## src/rtl/add_arbiter_pkg.sv

```systemverilog
// Shared types and constants for the round-robin adder arbiter.
// Latency: n/a (declarations only).
// Backpressure: n/a (declarations only).
package add_arbiter_pkg;

  // Operand/result width of the shared adder.
  localparam int ADD_W = 32;

  // Edges from the one that samples start to the one that raises done.
  localparam int F_LAT = 2;

  typedef enum logic [1:0] {
    IDLE      = 2'd0,
    WAIT_LOW  = 2'd1,
    WAIT_HIGH = 2'd2,
    RESPOND   = 2'd3
  } state_t;

endpackage

```

## src/rtl/add_arbiter_f.sv

```systemverilog
// Shared multi-cycle adder: captures a/b on start, presents a+b (mod 2^ADD_W) with done.
// Latency: done rises F_LAT edges after the edge that samples start.
// Backpressure: none; done is a level held until the next start (or reset) clears it.
module add_arbiter_f
  import add_arbiter_pkg::*;
(
  input  logic             clk,
  input  logic             reset,
  input  logic             start,
  input  logic [ADD_W-1:0] a,
  input  logic [ADD_W-1:0] b,
  output logic [ADD_W-1:0] result,
  output logic             done
);

  localparam int CW = $clog2(F_LAT + 1);

  logic [CW-1:0]    cnt;
  logic [ADD_W-1:0] a_q;
  logic [ADD_W-1:0] b_q;

  // Capture operands on start, count down, then publish the sum and raise done.
  always_ff @(posedge clk) begin
    if (reset) begin
      cnt    <= '0;
      a_q    <= '0;
      b_q    <= '0;
      result <= '0;
      done   <= 1'b0;
    end else if (start) begin
      a_q  <= a;
      b_q  <= b;
      done <= 1'b0;
      cnt  <= CW'(F_LAT);
    end else if (cnt != '0) begin
      cnt <= cnt - 1'b1;
      if (cnt == CW'(1)) begin
        // Carry out is dropped: the sum wraps modulo 2^ADD_W.
        result <= a_q + b_q;
        done   <= 1'b1;
      end
    end
  end

endmodule

```

## src/rtl/add_arbiter.sv

```systemverilog
// Round-robin arbiter serialising NREQ requesters onto one shared adder.
// Latency: ack rises on the 5th rising edge counting the edge that samples req; next grant 2 edges after ack.
// Backpressure: requesters hold req (level) until ack; losers simply wait, nothing is dropped.
module add_arbiter
  import add_arbiter_pkg::*;
#(
  parameter int NREQ = 4,
  parameter int W    = ADD_W
) (
  input  logic            clk,
  input  logic            reset,
  input  logic [NREQ-1:0] req,
  input  logic [NREQ*W-1:0] op_a,
  input  logic [NREQ*W-1:0] op_b,
  output logic [NREQ-1:0] ack,
  output logic [W-1:0]    result,
  output logic            busy
);

  localparam int IW = (NREQ > 1) ? $clog2(NREQ) : 1;
  localparam logic [IW-1:0] LAST_INIT = IW'(NREQ - 1);

  state_t        state;
  logic [IW-1:0] gidx;
  logic [IW-1:0] last;
  logic [IW-1:0] pick;
  logic [IW-1:0] cand;
  logic          found;

  logic          f_start;
  logic          f_rst;
  logic [W-1:0]  f_a;
  logic [W-1:0]  f_b;
  logic [W-1:0]  f_result;
  logic          f_done;

  // Round-robin pick: first set req bit searching upward from last+1, wrapping.
  always_comb begin
    pick  = last;
    found = 1'b0;
    cand  = '0;
    for (int i = 1; i <= NREQ; i++) begin
      cand = IW'((int'(last) + i) % NREQ);
      if (!found && req[cand]) begin
        pick  = cand;
        found = 1'b1;
      end
    end
  end

  // Operands follow the registered grant for the whole operation.
  always_comb begin
    f_a = op_a[int'(gidx)*W +: W];
    f_b = op_b[int'(gidx)*W +: W];
  end

  // Adder reset tracks ours so a reset mid-operation discards any pending done.
  assign f_rst = ~reset;

  add_arbiter_f f (
    .clk    (clk),
    .reset  (f_rst),
    .start  (f_start),
    .a      (f_a),
    .b      (f_b),
    .result (f_result),
    .done   (f_done)
  );

  // Control FSM: grant, skip the stale done level, wait for the fresh one, respond.
  always_ff @(posedge clk) begin
    if (!reset) begin
      state   <= IDLE;
      ack     <= '0;
      busy    <= 1'b0;
      result  <= '0;
      f_start <= 1'b0;
      last    <= LAST_INIT;
      gidx    <= '0;
    end else begin
      case (state)
        IDLE: begin
          ack <= '0;
          if (|req) begin
            gidx    <= pick;
            f_start <= 1'b1;
            busy    <= 1'b1;
            state   <= WAIT_LOW;
          end
        end
        WAIT_LOW: begin
          f_start <= 1'b0;
          // done may still be high from the previous operation; wait for it to drop.
          if (!f_done) begin
            state <= WAIT_HIGH;
          end
        end
        WAIT_HIGH: begin
          if (f_done) begin
            result <= f_result;
            ack    <= NREQ'(1) << gidx;
            last   <= gidx;
            state  <= RESPOND;
          end
        end
        RESPOND: begin
          ack   <= '0;
          busy  <= 1'b0;
          state <= IDLE;
        end
        default: begin
          state <= IDLE;
        end
      endcase
    end
  end

endmodule

```

## config.mk

```make
export PLATFORM = sky130hd
export DESIGN_NAME = add_arbiter
export DESIGN_NICKNAME = d
export VERILOG_FILES = /design/src/rtl/add_arbiter_pkg.sv /design/src/rtl/add_arbiter_f.sv /design/src/rtl/add_arbiter.sv
export SDC_FILE = /design/constraint.sdc
export NUM_CORES = 1
export LEC_CHECK = 0
export CORE_MARGIN = 3
export CORE_UTILIZATION = 60
export CTS_CLUSTER_DIAMETER = 200
export DETAILED_ROUTE_END_ITERATION = 6
export DONT_BUFFER_PORTS = 1
export PLACE_DENSITY = 0.76
export RECOVER_POWER = 50
export SYNTH_ARGS = -nofsm -noshare
export SYNTH_HDL_FRONTEND = slang
export SYNTH_SLANG_ARGS = --single-unit
```

## constraint.sdc

```tcl
create_clock -name clk -period 2.95 [get_ports clk]
set_input_delay 0.7375 -clock clk [delete_from_list [all_inputs] [get_ports clk]]
set_output_delay 0.7375 -clock clk [all_outputs]
set_load 0.01 [all_outputs]
```

==> run_results.csv <==
group,metric,value,unit
final_layout,fill_cells,1098,
critical_path,cp_max_fo,6,
global_routing,grt_start_max_net_pins,123,
timing,hold_viol,0,
clocking,hold_buffers,0,
routing,routed_wl,23270,um
final_layout,final_nets,1198,
clocking,clk_pin_slew,0.06,ns
clocking,clock_path_buffers,2,
clocking,cts_buffers,17,
critical_path,critPathRequiredTime,3.27,ns
final_layout,area_growth,7.501,%
yosys,syn_inst,937,
clocking,clock_sinks,143,
timing,min_period,2.777,ns
global_routing,antenna_found_initial,3,
run_status,status,"finished, violations left",
placed_design,placed_cells,1061,
routing,drc,0,
timing,layout_worst_path_cycle_share,0.9414,
timing,relSlewSlack,-0.4892,
routing,firstDrtPassIters,5,
clocking,root_buffer,"clkbuf_16",
floorplanning,initial_utilization,0.6189,
final_layout,utilization,0.6653,
yosys,synth_edf_count,0,
routing,wire_per_inst,21.27,um
yosys,synth-seq-cells,143,
yosys,syn_nets,1235,
placed_design,gp_congestion,0.8945,
critical_path,worstSetupEndpointType,"flip-flop",
yosys,ys_types,67,
job,max_cap_violations,2,
yosys,synth-warning-count,0,
clocking,clk_latency,0.43,ns
clocking,post_cts_resized,0,
clocking,htreeDepth,4,
routing,drt_iter0_markers,619,
timing,maxClockFrequency,360.1,MHz
timing,tns,0,ns
timing,worstMarginPinSlew,2.234,ns
routing,ant_nets,0,
timing,skew,0.006761,ns
timing,rsz0062_at_grt,"false",
floorplanning,die_w,126.4,um
timing,setup_viol,0,
power,peakVddDrop,489.8,uV
final_layout,stdcell_count,1094,
floorplanning,fp.dieH,126.4,um
global_routing,grt_pass1_vias,6745,
placed_design,dp_hpwl,17830,um
yosys,syn_avg_cell_area,9.275,um^2
floorplanning,dieArea,0.01596,mm^2
placed_design,port_buffers,0,
yosys,yosysSeqAreaShare,0.3294,
floorplanning,rows,43,
routing,avgViaCountPerCell,6.529,
power,p_leak,0.003435,uW
power,power_density,843.5,mW/mm^2
global_routing,grt_overflow_total,0,
yosys,yosys_most_used_dff,"dfxtp_1",
floorplanning,io_pins,299,
critical_path,worstSetupPathType,"reg -> reg",
run_status,violations,"max-capacitance violations, max-slew violations",
global_routing,grt_pass1_wl,36090,um
critical_path,arrival,3.09,ns
yosys,syn_area,0.008691,mm^2
floorplanning,fp.coreArea,0.01404,mm^2
clocking,cts_tree,"done",
routing,vias,7143,
final_layout,final_layout_size_suffix_gt1_frac,0.1336,
critical_path,worst_setup_path_start_kind,"flip-flop",
yosys,synthArstFlopShare,0,
min_path,min_path_type,"in -> reg",
timing,report.final.slew_viol_count,138,
global_routing,grtUsageTotal,0.2854,
clocking,cts_setup_buffers,0,
[power by group]
group | total (uW) | internal (uW) | switching [uW] | leakage, uW
sequential | 2490 | 2250 | 235 | 0.00116
combinational | 3190 | 1490 | 1690 | 0.00197
clock | 2210 | 1330 | 873 | 0.000296
[metal layers]
layer / global-route usage / routed length [um]
met3: 0.06526 / 2050
met1: 0.4402 / 10630
met4: 0.09211 / 449
met2: 0.3969 / 10140
met5: 0 / 0
[cells by family after synthesis]
kind of cell,share of synthesized area
AND/OR/NAND/NOR,0.1589
AO/OA/AOI/OAI,0.1664
flip-flops,0.3294
multiplexers,0.2443
buffers and inverters,0.04017
adder cells (fa/ha/maj),0.05269
XOR/XNOR,0.008063
[registers in the layout, summed over array words and instances, names as in the netlist]
| signal | count |
|---|---|
| f.done | 1 |
| last | 2 |
| busy | 1 |
| result | 32 |
| f.result | 32 |
| gidx | 2 |
| f.a_q | 32 |
| f_start | 1 |
| state | 2 |
| f.cnt | 2 |
| ack | 4 |
| f.b_q | 32 |
[placed cells by master, fill, tap and decap left out, types with 7 or more instances in the layout]
cell type    n
a211oi_1    13
nor3_1      14
mux4_2      64
and2_1       7
nor2_1     102
nand2_1    123
nand4_1      9
ha_1        35
xnor2_1      7
nand3_1     15
a21o_1      13
clkbuf_16   18
nor4_1       7
a32o_1       8
inv_1       16
a21oi_1     91
dfxtp_1    141
mux2i_1     67
o21ai_0     31
[critical path, stage by stage (launching register included)]
cell and delay [ns]:
dfxtp_1 0.31, ha_1 0.22, fa_1 0.43, a211o_1 0.33, a21o_1 0.22, o21ai_2 0.28, a2111oi_0 0.19, or4_1 0.43
a32o_1 0.26
[Yosys cell counts (5+ instances only)]
master / instances / area share
inv_1: 16 / 0.0069
a32o_1: 8 / 0.0092
clkbuf_1: 43 / 0.019
o21ai_0: 31 / 0.018
o21a_1: 6 / 0.0052
ha_1: 35 / 0.050
nand4_1: 9 / 0.0065
a21o_1: 13 / 0.011
and2_1: 7 / 0.0050
nor4_1: 7 / 0.0050
a211o_1: 5 / 0.0050
nor3_1: 14 / 0.0081
nand3_1: 15 / 0.0086
dfxtp_1: 143 / 0.33
nand3b_1: 6 / 0.0052
mux4_2: 64 / 0.17
nor2_1: 102 / 0.044
buf_1: 10 / 0.0043
mux2i_1: 67 / 0.077
xnor2_1: 7 / 0.0071
or3_1: 6 / 0.0043
nor2b_1: 6 / 0.0043
o31ai_1: 6 / 0.0052
a211oi_1: 13 / 0.011
a21oi_1: 91 / 0.052
a31oi_1: 5 / 0.0036
buf_2: 7 / 0.0040
nand2_1: 123 / 0.053
[metrics by stage]
step / instance area, um^2 / hold slack, ns / total power (uW) / worst slack, ns
2_1_floorplan: 8691 / 0.4249 / 5032 / 0.4339
3_3_place_gp: 8746 / 0.4396 / 5572 / 0.2486
3_5_place_dp: 8746 / 0.4416 / 5621 / 0.2263
4_1_cts: 9360 / 0.3834 / 7844 / 0.2098
5_1_grt: 9343 / 0.3865 / 8353 / 0.04134
6_report: 9343 / 0.4002 / 7880 / 0.1729
[final timing paths]
kind	end	cells past startpoint	startpoint	slack [ns]
setup / recovery	f.result[24]$_SDFFE_PN0P_	8	f.b_q[0]$_SDFFE_PN0P_	0.17
hold / removal	last[1]$_SDFFE_PN1P_	1	reset	0.40
setup reg to reg	f.result[24]$_SDFFE_PN0P_	8	f.b_q[0]$_SDFFE_PN0P_	0.17
hold reg to reg	result[4]$_SDFFE_PN0P_	2	f.result[4]$_SDFFE_PN0P_	0.46
[cell type report]
cell class	count	area, um^2	share of cell area
Clock buffer	19	464.2	0.04969
Sequential cell	143	2868	0.3070
Inverter	17	65.06	0.006964
Multi-Input combinational cell	711	5484	0.5870
Clock inverter	13	150.1	0.01607
Timing Repair Buffer	10	83.83	0.008973
Tap cell	180	225.2	0.02411
Antenna cell	1	2.502	0.0002678
No activity file was read; power rests on OpenSTA's default activity.
